<file path="config.mk">
export PLATFORM = sky130hd
export DESIGN_NAME = keypad_encoder_p
export DESIGN_NICKNAME = d
export VERILOG_FILES = /design/src/rtl/keypad_encoder_p.sv
export SDC_FILE = /design/constraint.sdc
export NUM_CORES = 1
export LEC_CHECK = 0
export ABC_CLOCK_PERIOD_IN_PS = 6600
export BUFFER_PORTS_ARGS = -buffer_cell sky130_fd_sc_hd__buf_2
export CORE_ASPECT_RATIO = 0.5
export CORE_MARGIN = 3
export CORE_UTILIZATION = 58
export CTS_BUF_LIST = sky130_fd_sc_hd__clkbuf_4 sky130_fd_sc_hd__clkbuf_8
export DETAILED_ROUTE_END_ITERATION = 6
export HOLD_SLACK_MARGIN = 0.06
export PLACE_DENSITY = 0.8
export SETUP_SLACK_MARGIN = 0.1
export SYNTH_ARGS = -nofsm -noshare
export SYNTH_HDL_FRONTEND = slang
export SYNTH_SLANG_ARGS = --single-unit
</file>
<file path="constraint.sdc">
create_clock -name clk -period 6.6 [get_ports clk]
set_clock_uncertainty 0.05 [all_clocks]
set_input_delay 0.66 -clock clk [delete_from_list [all_inputs] [get_ports clk]]
set_output_delay 0.66 -clock clk [all_outputs]
set_load 0.01 [all_outputs]
</file>
<file path="src/rtl/keypad_encoder_p.sv">
// keypad_encoder_p
//   Debounced priority-free keypad encoder with optional auto-repeat and a
//   free-running divided tick.
//
// Ports
//   clk     in   single clock, rising edge
//   rstn    in   asynchronous active-low reset
//   key     in   [NUM_KEYS] raw keypad lines, active-high, bit i = digit i
//   enbn    in   active-low encoder enable; also selects the pgt source
//   rpt_en  in   auto-repeat mode enable
//   D       out  [D_W] registered index of the accepted key
//   loadn   out  active-low one-cycle strobe marking D valid
//   pgt     out  ~loadn when enbn=0, divided tick when enbn=1
//   multi   out  more than one key line asserted while enabled
module keypad_encoder_p #(
  parameter int unsigned NUM_KEYS  = 10,
  parameter int unsigned D_W       = 4,
  parameter int unsigned DB_CYCLES = 4,
  parameter int unsigned DIV       = 100,
  parameter int unsigned RPT_DELAY = 50,
  parameter int unsigned RPT_RATE  = 10
) (
  input  logic                clk,
  input  logic                rstn,
  input  logic [NUM_KEYS-1:0] key,
  input  logic                enbn,
  input  logic                rpt_en,
  output logic [D_W-1:0]      D,
  output logic                loadn,
  output logic                pgt,
  output logic                multi
);

  localparam int unsigned DB_W    = $clog2(DB_CYCLES + 1);
  localparam int unsigned RPT_MAX = (RPT_DELAY > RPT_RATE) ? RPT_DELAY : RPT_RATE;
  localparam int unsigned RPT_W   = $clog2(RPT_MAX + 1);
  localparam int unsigned DIV_W   = $clog2(DIV + 1);
  localparam int unsigned PC_W    = $clog2(NUM_KEYS + 1);

  localparam logic [DB_W-1:0]  DB_LAST    = DB_W'(DB_CYCLES - 1);
  localparam logic [DB_W-1:0]  DB_SAT     = DB_W'(DB_CYCLES);
  localparam logic [RPT_W-1:0] DELAY_LAST = RPT_W'(RPT_DELAY - 1);
  localparam logic [RPT_W-1:0] RATE_LAST  = RPT_W'(RPT_RATE - 1);
  localparam logic [RPT_W-1:0] RPT_SAT    = RPT_W'(RPT_MAX);
  localparam logic [DIV_W-1:0] DIV_LAST   = DIV_W'(DIV - 1);

  typedef enum logic [1:0] {
    IDLE,
    BOUNCE,
    HELD,
    RELEASE
  } state_t;

  state_t              state;
  logic [D_W-1:0]      cand;
  logic [DB_W-1:0]     db_cnt;
  logic [RPT_W-1:0]    rpt_cnt;
  logic                rpt_phase;   // 0: waiting initial delay, 1: repeating at rate
  logic [DIV_W-1:0]    div_cnt;

  logic [PC_W-1:0]     pop;
  logic [D_W-1:0]      idx;
  logic                one_hot;
  logic                tick;
  logic [NUM_KEYS-1:0] cand_oh;
  logic [NUM_KEYS-1:0] d_oh;

  // Population count and index of the (last) set line; idx is only used
  // when exactly one line is set, so which set bit wins does not matter.
  always_comb begin
    pop = '0;
    idx = '0;
    for (int unsigned i = 0; i < NUM_KEYS; i++) begin
      if (key[i]) begin
        pop = pop + PC_W'(1);
        idx = D_W'(i);
      end
    end
  end

  assign one_hot = (pop == PC_W'(1));
  assign multi   = (pop > PC_W'(1)) && !enbn;
  assign cand_oh = NUM_KEYS'(1) << cand;
  assign d_oh    = NUM_KEYS'(1) << D;
  assign tick    = (div_cnt == DIV_LAST);
  assign pgt     = enbn ? tick : ~loadn;

  // Free-running divider, independent of enbn.
  always_ff @(posedge clk or negedge rstn) begin
    if (!rstn) begin
      div_cnt <= '0;
    end else if (tick) begin
      div_cnt <= '0;
    end else begin
      div_cnt <= div_cnt + DIV_W'(1);
    end
  end

  always_ff @(posedge clk or negedge rstn) begin
    if (!rstn) begin
      state     <= IDLE;
      cand      <= '0;
      D         <= '0;
      loadn     <= 1'b1;
      db_cnt    <= '0;
      rpt_cnt   <= '0;
      rpt_phase <= 1'b0;
    end else begin
      loadn <= 1'b1;
      if (enbn) begin
        state     <= IDLE;
        db_cnt    <= '0;
        rpt_cnt   <= '0;
        rpt_phase <= 1'b0;
      end else begin
        case (state)
          IDLE: begin
            if (one_hot && !multi) begin
              cand   <= idx;
              db_cnt <= '0;
              state  <= BOUNCE;
            end
          end
          BOUNCE: begin
            if (key == cand_oh) begin
              if (db_cnt == DB_LAST) begin
                D         <= cand;
                loadn     <= 1'b0;
                rpt_cnt   <= '0;
                rpt_phase <= 1'b0;
                state     <= HELD;
              end else if (db_cnt != DB_SAT) begin
                db_cnt <= db_cnt + DB_W'(1);
              end
            end else begin
              state <= IDLE;
            end
          end
          HELD: begin
            if (key == '0) begin
              db_cnt <= '0;
              state  <= RELEASE;
            end else if (key != d_oh || !rpt_en) begin
              // Roll-over or repeat disabled: no repeats, and the initial
              // delay restarts once the original key is alone again.
              rpt_cnt   <= '0;
              rpt_phase <= 1'b0;
            end else if (rpt_cnt == (rpt_phase ? RATE_LAST : DELAY_LAST)) begin
              loadn     <= 1'b0;
              rpt_cnt   <= '0;
              rpt_phase <= 1'b1;
            end else if (rpt_cnt != RPT_SAT) begin
              rpt_cnt <= rpt_cnt + RPT_W'(1);
            end
          end
          RELEASE: begin
            if (key != '0) begin
              db_cnt <= '0;
            end else if (db_cnt == DB_LAST) begin
              state <= IDLE;
            end else if (db_cnt != DB_SAT) begin
              db_cnt <= db_cnt + DB_W'(1);
            end
          end
          default: state <= IDLE;
        endcase
      end
    end
  end

endmodule

</file>
## Yosys cells after proc, flatten, opt, wreduce, memory -nomap -nowiden

Index checks and enable logic that the tools add are counted.

- Register bits: 28
- Logic and storage cells: 122
- Output and inout bits: 7
- Bits of input ports: 14

- Equal/unequal tests: 21
- $add $sub $neg: 12
- Mux-type cells: 60
- Bitwise operators: 2
- Reduce and logical (&&, ||, !) cells: 16
- Shift-type cells: 2
- Order comparisons: 1

Operators with widths:

| cell | count |
|---|---|
| two-way mux 4 bit | 17 |
| two-way mux 6 bit | 8 |
| adder 4 x 1 -> 4 bit (second input constant) | 9 |
| inequality test 3 bit (second input constant) | 8 |
| two-way mux 3 bit | 7 |
| << shifter 1 x 4 -> 10 bit (first input constant) | 2 |
| two-way mux 1 bit | 15 |
| AND reduction 5 bit | 3 |
| two-way mux 2 bit | 7 |
| one-hot mux 3 bit (4 select lines) | 1 |
| one-hot mux 6 bit (2 select lines) | 1 |
| == test 10 bit | 1 |
| logical NOT 10 bit | 1 |
| inequality test 10 bit | 1 |
| nonzero test 10 bit | 1 |
| inequality test 4 bit (second input constant) | 2 |
| one-hot mux 2 bit (4 select lines) | 1 |
| adder 7 x 1 -> 7 bit (second input constant) | 1 |
| == test 7 bit (second input constant) | 1 |
| two-way mux 7 bit | 1 |
| adder 6 x 1 -> 6 bit (second input constant) | 1 |
| == test 6 bit | 1 |
| inequality test 6 bit (second input constant) | 1 |
| AND reduction 3 bit | 2 |
| other kinds (15) | 21 |

## Longest topological paths before layout

Gate-level depths: netlist (run 1).

- Depth after elaboration: 26
- Gate-level depth with buffers: 27
- Mapped depth without buffers: 26

## Least setup slack after synthesis (run 1)

No wires, ideal clock.

- Kind: input-to-output
- Start point: in key[1]
- End point: out multi
- Arrival time: 5.778 ns
- Buffers on the path: 1
- Slack: 0.112 ns
- Stages: 25
- Cells stage by stage: inv_1 > ha_1 > buf_2 > xor2_4 > ha_1 > nor2b_1 > a21oi_1 > xor2_1 > a311oi_4 > ha_1 > nand2b_1 > o211ai_1 > or3b_1 > xnor2_1 > a221oi_4 > inv_2 > ha_1 > nand2_1 > xor2_1 > mux2_2 > o211a_1 > a2111o_1 > nand3_2 > o21a_1 > nor2_1

- Word-level cells in the longest chain between the ends: 19

RTL lines:

| element | line | RTL |
|---|---|---|
| from (decl) | 25 | `input logic [NUM_KEYS-1:0] key,` |
| two-way mux 4 bit (*) | 74 | `if (key[i]) begin` |
| adder 4 x 1 -> 4 bit | 75 | `pop = pop + PC_W'(1);` |
| two-way mux 4 bit (*) | 74 |  |
| adder 4 x 1 -> 4 bit | 75 |  |
| two-way mux 4 bit (*) | 74 |  |
| adder 4 x 1 -> 4 bit | 75 |  |
| two-way mux 4 bit (*) | 74 |  |
| adder 4 x 1 -> 4 bit | 75 |  |
| [3 not listed] | -- |  |
| adder 4 x 1 -> 4 bit | 75 |  |
| two-way mux 4 bit (*) | 74 |  |
| adder 4 x 1 -> 4 bit | 75 |  |
| two-way mux 4 bit (*) | 74 |  |
| adder 4 x 1 -> 4 bit | 75 |  |
| two-way mux 4 bit (*) | 74 |  |
| > comparator 4 x 1 -> 1 bit (*) | 82 | `assign multi = (pop > PC_W'(1)) && !enbn;` |
| logical AND 1 bit (*) | 82 |  |
| to (decl) | 31 | `output logic multi` |

Every way passes the cells marked *; elsewhere a longest branch is shown, timed or not.

## Worst setup path after layout (run 1)

Same ends and word-level chain as after synthesis.

==> impl_metrics.env, run 1 <==
export IMPL_slew_headroom_pct=58.8
export IMPL_worst_slew_pin_slew_ns=0.619
export IMPL_numCtsBuffers=3
export IMPL_synth_top_cell_area_share_pct=20.9
export IMPL_critPathSlowestCell="a2111o_1"
export IMPL_p_comb_share_pct=58.9
export IMPL_crit_path_max_incr_delay_ns=0.43
export IMPL_worstPathArrival_ns=5.57
export IMPL_synth_edf_count=0
export IMPL_synth_distinct_cells=80
export IMPL_ys_flop_type="dfrtp_1"
export IMPL_synthMuxAreaShare_pct=5.77
export IMPL_die_h_um=58.8
export IMPL_final_setup_tns_ns=0
export IMPL_power_share_switching_pct=43.7
export IMPL_synth_simple_gate_area_share_pct=24.2
export IMPL_drc=0
export IMPL_grt_start_max_net_pins=29
export IMPL_cts_buffer_depth=2
export IMPL_initial_core_util_pct=62.9
export IMPL_peakVddDrop_mv=0.126
export IMPL_diodes=0
export IMPL_dr_total_vias=2970
export IMPL_routed_wl_um=7420
export IMPL_critical_path_top_delay_family="compound AO/OA/AOI/OAI gates"
export IMPL_grt_pass1_vias=2723
export IMPL_cts_root_buf="clkbuf_8"
export IMPL_clkTransAtPathRegs_ns=0.09
export IMPL_rsz0062_at_grt="no"
export IMPL_yosysWarnings=0
export IMPL_cts_max_level=1
export IMPL_die_area_um2=6560
export IMPL_drv_cap=0
export IMPL_clkSinkCount=28
export IMPL_io_buffers=20
export IMPL_ys_top_cells_by_count="29 x nor2_1, 27 x dfrtp_1, 27 x nand2_1"
export IMPL_design_area_um2=3470
export IMPL_finalMaxSlewViolations=0
export IMPL_async_flop_share_pct=100
export IMPL_fmax_ghz=0.159
export IMPL_criticalPathCategory="primary input to output port"
export IMPL_synthAdderAreaFrac_pct=8.13
export IMPL_final_cells=465
export IMPL_dpl_cell_area_um2=3360
export IMPL_nNetsFinal=431
export IMPL_grt_usage_pct=23.0
export IMPL_syn_mean_instance_area_um2=8.35
export IMPL_clkLatencyLatePin_ns=0.27
export IMPL_power_density_nw_per_um2=232
export IMPL_gp_congestion=0.923
export IMPL_overflow=0
export IMPL_antenna_found_initial=0
export IMPL_synth_compound_area_share_pct=25.2
export IMPL_std_cell_rows=18
export IMPL_wl_per_cell_um=16.0
export IMPL_fillers=417
export IMPL_synth_area_leaders="dfrtp_1 21%, ha_1 8.1%, xor2_1 3.8%, o21ai_0 3.6%, nor2_1 3.4%"
export IMPL_fin_crit_sh_pct=95.2
export IMPL_crit_required_ns=5.89
export IMPL_seq_area_um2=702
export IMPL_cts_tree="yes"
export IMPL_hpwl_um=5470
export IMPL_ant_nets=0
export IMPL_synth_net_count=422
export IMPL_synth_largest_area_cell="dfrtp_1"
export IMPL_core_area_um2=5130
export IMPL_die_x_um=112
export IMPL_p_clk_share_pct=12.9
export IMPL_synthCells=387
export IMPL_cp_max_fo=6
export IMPL_io_pin_count=21
export IMPL_worst_path_buf_inv=4
export IMPL_synth_area_um2=3230
export IMPL_vias_per_cell=6.39
export IMPL_final_hold_worst_slack_ns=0.341
export IMPL_worstSetupEndpointType="output port"
export IMPL_power_leakage_nw=1.42
export IMPL_multi_input_area_um2=2400
export IMPL_post_place_cells=460
export IMPL_setup_viol=0
export IMPL_syn_to_final_growth_pct=7.55
export IMPL_drt_initial_drc_count=395
export IMPL_outcome="finished clean"
export IMPL_hp_class="primary input to asynchronous set/reset pin"
export IMPL_grt_pass1_wl_um=12700
export IMPL_p_int_mw=0.455
export IMPL_ys_seq_area_share_pct=21.7
export IMPL_synthXorXnorAreaFrac_pct=9.41
export IMPL_synth_top_family_by_area="compound AO/OA/AOI/OAI gates"
export IMPL_hold_violations=0
export IMPL_synth_seq_cells=28
export IMPL_cp_start_kind="primary input"
export IMPL_postCtsHoldBufs=0
export IMPL_drive_above_1_share_pct=17.0
export IMPL_dr_pass1_iters=5
export IMPL_switchingPower_mw=0.353
export IMPL_synthMostInstantiatedCell="nor2_1"
export IMPL_p_seq_share_pct=28.2
export IMPL_finalCriticalPeriod_ns=6.28
[final timing paths]
kind	startpoint	endpoint	slack, ns	depth (start not counted)
max in group asynchronous	rstn	div_cnt[4]$_DFF_PN0_	5.76	1
worst min register to register	div_cnt[0]$_DFF_PN0_	div_cnt[0]$_DFF_PN0_	0.44	1
min in group clk	div_cnt[0]$_DFF_PN0_	div_cnt[0]$_DFF_PN0_	0.44	1
worst max-delay path	key[1]	multi	0.32	26
worst min-delay path	rstn	div_cnt[3]$_DFF_PN0_	0.34	1
worst max register to register	D[0]$_DFFE_PN0P_	rpt_cnt[2]$_DFFE_PN0P_	3.33	8
[per-layer routing]
| layer | vias up | routed length [um] | track usage (%) |
|---|---|---|---|
| met1 | 1399 | 3420 | 30.9 |
| li1 | 1455 | - | - |
| met3 | 16 | 353 | 2.05 |
| met5 | - | 0 | 0 |
| met2 | 100 | 3560 | 41.2 |
| met4 | 0 | 86 | 5.20 |
[state kept, by name (all words and copies together) (netlist names)]
| name | cells |
|---|---|
| loadn | 1 |
| db_cnt | 3 |
| cand | 4 |
| state | 2 |
| rpt_cnt | 6 |
| D | 4 |
| div_cnt | 7 |
| rpt_phase | 1 |
[what timing repair did]
| action | in CTS | in global routing |
|---|---|---|
| buffers inserted | 0 | 1 |
| pin swaps | 0 | 3 |
| setup endpoints to repair | 1 | 1 |
| gates resized for setup | 1 | 10 |
[final cells by class]
type / count / area share [%]
multi-input cells: 314 / 69.0
flip-flops and latches: 28 / 20.2
repair buffers: 26 / 4.25
well taps: 70 / 2.52
inverters: 23 / 2.48
clock buffers: 4 / 1.58
[power by group through the flow]
stage,combinational (mW),clock [mW],sequential (mW)
3_5_place_dp,0.450,0,0.230
6_report,0.476,0.104,0.228
4_1_cts,0.458,0.107,0.226
2_1_floorplan,0.378,0,0.206
3_3_place_gp,0.434,0,0.228
5_1_grt,0.522,0.115,0.232
[layout by cell type, fill, tap and decap left out, drive strengths merged, types with 12 or more instances in the layout]
master / instances
inv: 23
nor2: 29
nand3: 17
nor3: 14
xor2: 15
dfrtp: 27
a21oi: 17
nand2: 27
xnor2: 12
ha: 21
o21ai: 23
buf: 25
[worst register-to-register path, delay by kind of cell, from the launching register on]
family / cells / cell delay (ns)
flops: 1 / 0.63
simple gates: 4 / 1.16
mux: 1 / 0.41
compound gates: 3 / 0.95
[cell families (layout without fill, tap and decap cells)]
family,after synthesis,in the layout
DFF,28,28
xor gates and xnor gates,28,28
buffers and inverters,45,53
AOI/OAI and AO/OA,105,105
and+or+nand+nor,143,143
adders and majority gates,21,21
muxes,17,17
[through the flow]
stage / total power, mW / utilization [%] / setup WS (ns)
4_1_cts: 0.790 / 66.6 / 0.113
6_report: 0.807 / 67.7 / 0.316
5_1_grt: 0.869 / 67.7 / 0.0746
3_5_place_dp: 0.679 / 65.5 / 0.0893
3_3_place_gp: 0.662 / 65.5 / 0.259
2_1_floorplan: 0.584 / - / 0.112
Power figures use the tool's default switching activity.
==> inputs of run 2 (changes only) <==
--- a/config.mk
+++ b/config.mk
@@ -5,6 +5,7 @@
 export SDC_FILE = /design/constraint.sdc
 export NUM_CORES = 1
 export LEC_CHECK = 0
+export ABC_AREA = 1
 export ABC_CLOCK_PERIOD_IN_PS = 6600
 export BUFFER_PORTS_ARGS = -buffer_cell sky130_fd_sc_hd__buf_2
 export CORE_ASPECT_RATIO = 0.5
@@ -14,6 +15,7 @@
 export DETAILED_ROUTE_END_ITERATION = 6
 export HOLD_SLACK_MARGIN = 0.06
 export PLACE_DENSITY = 0.8
+export RECOVER_POWER = 100
 export SETUP_SLACK_MARGIN = 0.1
 export SYNTH_ARGS = -nofsm -noshare
 export SYNTH_HDL_FRONTEND = slang
==> run 2 against run 1 <==
Fmax rose by 7.0%. Hold slack improved by 0.069 ns. Die area fell by 0.93%. Synthesized cell count rose by 28%. Critical endpoint is now state[0]$_DFFE_PN0P_.
==> impl_metrics.env, run 2 <==
export IMPL_critical_path_top_delay_family="simple AND/OR/NAND/NOR gates"
export IMPL_power_density_nw_per_um2=207
export IMPL_final_cells=582
export IMPL_worst_path_buf_inv=4
export IMPL_postCtsHoldBufs=0
export IMPL_p_comb_share_pct=49.6
export IMPL_die_h_um=58.5
export IMPL_critPathLaunch="key[1]"
export IMPL_syn_mean_instance_area_um2=6.47
export IMPL_clkSinkCount=28
export IMPL_fmax_ghz=0.170
export IMPL_initial_core_util_pct=62.6
export IMPL_dr_pass1_iters=4
export IMPL_hpwl_um=5340
export IMPL_diodes=0
export IMPL_crit_path_max_incr_delay_ns=0.59
export IMPL_worst_slew_pin_slew_ns=1.47
export IMPL_reg2regPathDepth=13
export IMPL_async_flop_share_pct=100
export IMPL_synthMostInstantiatedCell="nand2_1"
export IMPL_p_int_mw=0.390
export IMPL_gp_congestion=0.878
export IMPL_rsz0062_at_grt="no"
export IMPL_ys_flop_type="dfrtp_1"
export IMPL_io_pin_count=21
export IMPL_cp_start_kind="primary input"
export IMPL_rr_startpoint="cand[2]$_DFFE_PN0P_"
export IMPL_finalCriticalPeriod_ns=5.87
export IMPL_grt_pass1_vias=2776
export IMPL_setup_viol=0
export IMPL_cts_tree="yes"
export IMPL_core_area_um2=5110
export IMPL_synth_area_leaders="dfrtp_1 21%, nand2_1 17%, ha_1 8.2%, nand3_1 8.0%, inv_1 6.9%"
export IMPL_antenna_found_initial=0
export IMPL_switchingPower_mw=0.312
export IMPL_ys_top_cells_by_count="141 x nand2_1, 59 x inv_1, 51 x nand3_1"
export IMPL_holdPathEnd="div_cnt[0]$_DFF_PN0_"
export IMPL_worstSetupEndpointType="register"
export IMPL_worstPathArrival_ns=6.00
export IMPL_hp_class="register to register"
export IMPL_yosysWarnings=0
export IMPL_die_area_um2=6490
export IMPL_critPathSlowestCell="o21ai_0"
export IMPL_finalMaxSlewViolations=0
export IMPL_total_power_mw=0.702
export IMPL_syn_to_final_growth_pct=5.95
export IMPL_drive_above_1_share_pct=13.7
export IMPL_largestRegisters="div_cnt (7), rpt_cnt (6)"
export IMPL_nNetsFinal=548
export IMPL_ant_nets=0
export IMPL_wl_per_cell_um=11.2
export IMPL_routed_wl_um=6520
export IMPL_power_share_switching_pct=44.5
export IMPL_largest_reg_flops=7
export IMPL_drt_initial_drc_count=187
export IMPL_cts_max_level=1
export IMPL_synth_distinct_cells=42
export IMPL_post_place_cells=578
export IMPL_hold_start="div_cnt[0]$_DFF_PN0_"
export IMPL_overflow=0
export IMPL_synthCells=494
export IMPL_clkTransAtPathRegs_ns=0.09
export IMPL_cts_buffer_depth=2
export IMPL_final_hold_worst_slack_ns=0.410
export IMPL_grt_pass1_wl_um=11800
export IMPL_peakVddDrop_mv=0.0989
export IMPL_final_common_cell="nand2_1"
export IMPL_grt_start_max_net_pins=29
export IMPL_p_seq_share_pct=31.2
export IMPL_final_setup_tns_ns=0
export IMPL_numCtsBuffers=3
export IMPL_clkLatencyLatePin_ns=0.27
export IMPL_synth_area_um2=3200
export IMPL_synth_net_count=529
export IMPL_std_cell_rows=18
export IMPL_synth_top_cell_area_share_pct=21.1
export IMPL_p_clk_share_pct=19.2
export IMPL_power_leakage_nw=1.70
export IMPL_final_cell_mix="143 x nand2_1, 60 x inv_1, 51 x nand3_1, 41 x nor2_1, 27 x dfrtp_1"
export IMPL_io_buffers=20
export IMPL_fillers=485
export IMPL_min_delay_path_depth=1
export IMPL_cts_root_buf="clkbuf_8"
export IMPL_ctsResizeCount=0
export IMPL_hold_violations=0
export IMPL_vias_per_cell=5.11
export IMPL_drv_cap=0
export IMPL_synth_edf_count=0
export IMPL_largest_register="div_cnt"
export IMPL_cp_max_fo=7
export IMPL_criticalPathCategory="primary input to register"
export IMPL_r2r_end="rpt_cnt[5]$_DFFE_PN0P_"
export IMPL_reg2reg_slack_ns=3.71
export IMPL_die_x_um=111
export IMPL_synth_largest_area_cell="dfrtp_1"
export IMPL_cp_common_cell="nand2_1"
export IMPL_fin_crit_sh_pct=89.0
export IMPL_outcome="finished clean"
export IMPL_cts_setup_buffers=0
export IMPL_drc=0
export IMPL_slew_headroom_pct=2.14
export IMPL_crit_required_ns=6.72
export IMPL_ys_seq_area_share_pct=21.9
export IMPL_grt_usage_pct=21.0
export IMPL_dr_total_vias=2975
export IMPL_synth_seq_cells=28
[run 2: cell count changes after synthesis, sizes merged, moves of 7 or more]
| cell | previous run | this run |
|---|---|---|
| a211oi | 8 | 1 |
| clkbuf | 16 | 1 |
| inv | 23 | 67 |
| mux2 | 7 | 0 |
| mux2i | 10 | 0 |
| nand2 | 27 | 167 |
| nand2b | 10 | 0 |
| nand3 | 17 | 63 |
| nor2 | 29 | 48 |
| xnor2 | 12 | 1 |
[run 2: worst max-delay path by stage]
stage               cells past startpoint                     to  slack, ns
finish                                 35   state[0]$_DFFE_PN0P_       0.73
global route                           35  db_cnt[1]$_DFFE_PN0P_       0.18
CTS                                    34                  multi       0.80
detailed placement                     34                  multi       0.81
global placement                       34                  multi       0.93
floorplan                              32                  multi       1.32
[run 2: power by group through the flow]
| stage | registers [mW] | logic, mW | clock network [mW] |
|---|---|---|---|
| floorplan | 0.217 | 0.286 | 0 |
| global placement | 0.221 | 0.347 | 0 |
| detailed placement | 0.222 | 0.353 | 0 |
| CTS | 0.219 | 0.354 | 0.137 |
| global route | 0.223 | 0.399 | 0.144 |
| finish | 0.219 | 0.348 | 0.135 |
[run 2: logic make-up after synthesis]
group / share of synthesized area (%)
AOI/OAI and AO/OA: 8.57
xor gates and xnor gates: 5.20
adders and majority gates: 8.22
buffers and inverters: 9.31
DFF: 21.9
and+or+nand+nor: 46.8
[run 2: metrics by stage]
step / instance area [um^2] / setup WS, ns / util [%]
floorplan: 3200 / 1.32 / -
global placement: 3340 / 0.930 / 65.4
detailed placement: 3340 / 0.809 / 65.4
CTS: 3420 / 0.800 / 66.8
global route: 3390 / 0.182 / 66.3
finish: 3390 / 0.726 / 66.3
[run 2: metal layers]
layer	share of wire (%)	wire, um	track usage, %	up-vias
met5	0	0	0	-
met4	0.67	44	4.16	0
met3	2.3	147	1.03	6
met2	46	2990	37.1	34
met1	51	3340	29.4	1305
li1	-	-	-	1630
[run 2: cell type report]
| class | instances | area, um^2 | share of cell area (%) |
|---|---|---|---|
| clock inverters | 1 | 30.0 | 0.886 |
| multi-input cells | 393 | 2180 | 64.4 |
| repair buffers | 20 | 90.1 | 2.66 |
| flip-flops and latches | 28 | 702 | 20.7 |
| clock buffers | 3 | 41.3 | 1.22 |
| inverters | 67 | 256 | 7.57 |
| well taps | 70 | 87.6 | 2.58 |
==> inputs of run 3 (changes only) <==
--- a/config.mk
+++ b/config.mk
@@ -7,7 +7,7 @@
 export LEC_CHECK = 0
 export ABC_AREA = 1
 export ABC_CLOCK_PERIOD_IN_PS = 6600
-export BUFFER_PORTS_ARGS = -buffer_cell sky130_fd_sc_hd__buf_2
+export BUFFER_PORTS_ARGS = -buffer_cell sky130_fd_sc_hd__clkbuf_2
 export CORE_ASPECT_RATIO = 0.5
 export CORE_MARGIN = 3
 export CORE_UTILIZATION = 58
==> run 3 against run 2 <==
Sequential share of layout area barely moved. Clock-buffer cell count unchanged. Register-to-register slack improved by 0.03 ns. Sequential power hardly changed. Die area unchanged. Cell area hardly changed. Utilization hardly changed. Largest power group unchanged.
==> impl_metrics.env, run 3 (synthesis gave the netlist of run 2 again) <==
export IMPL_crit_required_ns=5.89
export IMPL_overflow=0
export IMPL_cp_max_fo=4
export IMPL_cts_max_level=1
export IMPL_criticalPathCategory="primary input to output port"
export IMPL_fin_crit_sh_pct=89.2
export IMPL_setup_viol=0
export IMPL_rsz0062_at_grt="no"
export IMPL_gp_congestion=0.894
export IMPL_drc=0
export IMPL_io_pin_count=21
export IMPL_hold_violations=0
export IMPL_fmax_ghz=0.170
export IMPL_std_cell_rows=18
export IMPL_hpwl_um=5220
export IMPL_antenna_found_initial=0
export IMPL_diodes=0
export IMPL_largestRegisters="div_cnt (7), rpt_cnt (6)"
export IMPL_drive_above_1_share_pct=13.5
export IMPL_cp_common_cell="nand2_1"
export IMPL_routed_wl_um=6300
export IMPL_die_area_um2=6490
export IMPL_grt_pass1_wl_um=11700
export IMPL_cts_setup_buffers=0
export IMPL_worstPathArrival_ns=5.18
export IMPL_clkLatencyLatePin_ns=0.27
export IMPL_finalCriticalPeriod_ns=5.89
export IMPL_critPathSlowestCell="ha_1"
export IMPL_die_h_um=58.5
export IMPL_crit_path_max_incr_delay_ns=0.36
export IMPL_clkSinkCount=28
export IMPL_numCtsBuffers=3
export IMPL_largest_register="div_cnt"
export IMPL_finalMaxSlewViolations=0
export IMPL_outcome="finished clean"
export IMPL_drv_cap=0
export IMPL_vias_per_cell=5.19
export IMPL_power_density_nw_per_um2=206
export IMPL_io_buffers=20
export IMPL_cts_buffer_depth=2
export IMPL_grt_busiest_layer="met2"
export IMPL_hp_class="register to register"
export IMPL_peakVddDrop_mv=0.131
export IMPL_initial_core_util_pct=62.6
export IMPL_syn_to_final_growth_pct=6.02
export IMPL_cts_tree="yes"
export IMPL_final_cell_mix="143 x nand2_1, 60 x inv_1, 51 x nand3_1, 42 x nor2_1, 27 x dfrtp_1"
export IMPL_ant_nets=0
export IMPL_grt_usage_pct=20.8
export IMPL_drt_initial_drc_count=188
export IMPL_dp_slack_ns=0.825
export IMPL_clkTransAtPathRegs_ns=0.09
export IMPL_grt_use_met3_pct=1.44
export IMPL_dr_pass1_iters=4
export IMPL_wl_per_cell_um=10.8
export IMPL_worst_slew_pin_slew_ns=1.44
export IMPL_final_common_cell="nand2_1"
export IMPL_nNetsFinal=548
export IMPL_postCtsHoldBufs=0
export IMPL_largest_reg_flops=7
export IMPL_grtUsageMet1_pct=29.2
export IMPL_layout_setup_ws_ns=0.713
export IMPL_grt_start_max_net_pins=29
export IMPL_cp_start_kind="primary input"
export IMPL_cts_root_buf="clkbuf_8"
export IMPL_grt_pass1_vias=2730
export IMPL_dr_total_vias=3022
export IMPL_final_setup_tns_ns=0
export IMPL_ctsResizeCount=0
export IMPL_slew_headroom_pct=3.81
export IMPL_die_x_um=111
export IMPL_power_leakage_nw=1.70
export IMPL_globalRouteMet2Util_pct=36.6
export IMPL_core_area_um2=5110
export IMPL_worstSetupEndpointType="output port"
## run 3: cell count changes in the layout (fill, tap and decap cells not counted), sizes merged
cell	before	now
buf	12	0
clkbuf	11	23
## run 3: worst max-delay path: cells and delay by family
family	cells	cell delay [ns]
buffers and inverters	6	0.50
AND/OR/NAND/NOR	22	2.51
AO/OA/AOI/OAI	1	0.09
adder cells (fa/ha/maj)	5	1.41
## run 3: stage by stage
step / instances / util [%] / area [um^2] / total power [mW] / hold WS, ns
floorplan: 494 / - / 3200 / 0.502 / 0.314
global placement: 578 / 65.4 / 3340 / 0.569 / 0.401
detailed placement: 578 / 65.4 / 3340 / 0.573 / 0.399
CTS: 582 / 66.8 / 3420 / 0.707 / 0.377
global route: 582 / 66.3 / 3390 / 0.768 / 0.452
finish: 582 / 66.3 / 3390 / 0.698 / 0.408
## run 3: layer usage
layer	vias up	wire, um
met1	1335	3150
met2	52	2870
li1	1630	-
met4	0	44
met3	5	229
met5	-	0
## run 3: final timing paths
kind / endpoint / slack [ns] / depth (start not counted) / start
max in group asynchronous: cand[1]$_DFFE_PN0P_ / 5.00 / 1 / rstn
hold reg to reg: div_cnt[0]$_DFF_PN0_ / 0.41 / 1 / div_cnt[0]$_DFF_PN0_
hold / removal: div_cnt[0]$_DFF_PN0_ / 0.41 / 1 / div_cnt[0]$_DFF_PN0_
setup reg to reg: rpt_cnt[5]$_DFFE_PN0P_ / 3.74 / 13 / cand[2]$_DFFE_PN0P_
min in group asynchronous: rpt_cnt[3]$_DFFE_PN0P_ / 0.66 / 1 / rstn
setup / recovery: multi / 0.71 / 34 / key[0]
## run 3: layout make-up
cell class | instances | area, um^2
Clock inverter | 1 | 30.0
Inverter | 67 | 256
Tap cell | 70 | 87.6
Multi-Input combinational cell | 393 | 2180
Fill cell | 484 | 1720
Clock buffer | 3 | 41.3
Sequential cell | 28 | 702
Timing Repair Buffer | 20 | 90.1
## run 3: power breakdown
part	switching, mW	leakage (nW)	internal, mW
logic	0.228	1.30	0.117
registers	0.0265	0.367	0.193
clock network	0.0527	0.0357	0.0812
total	0.308	1.70	0.391
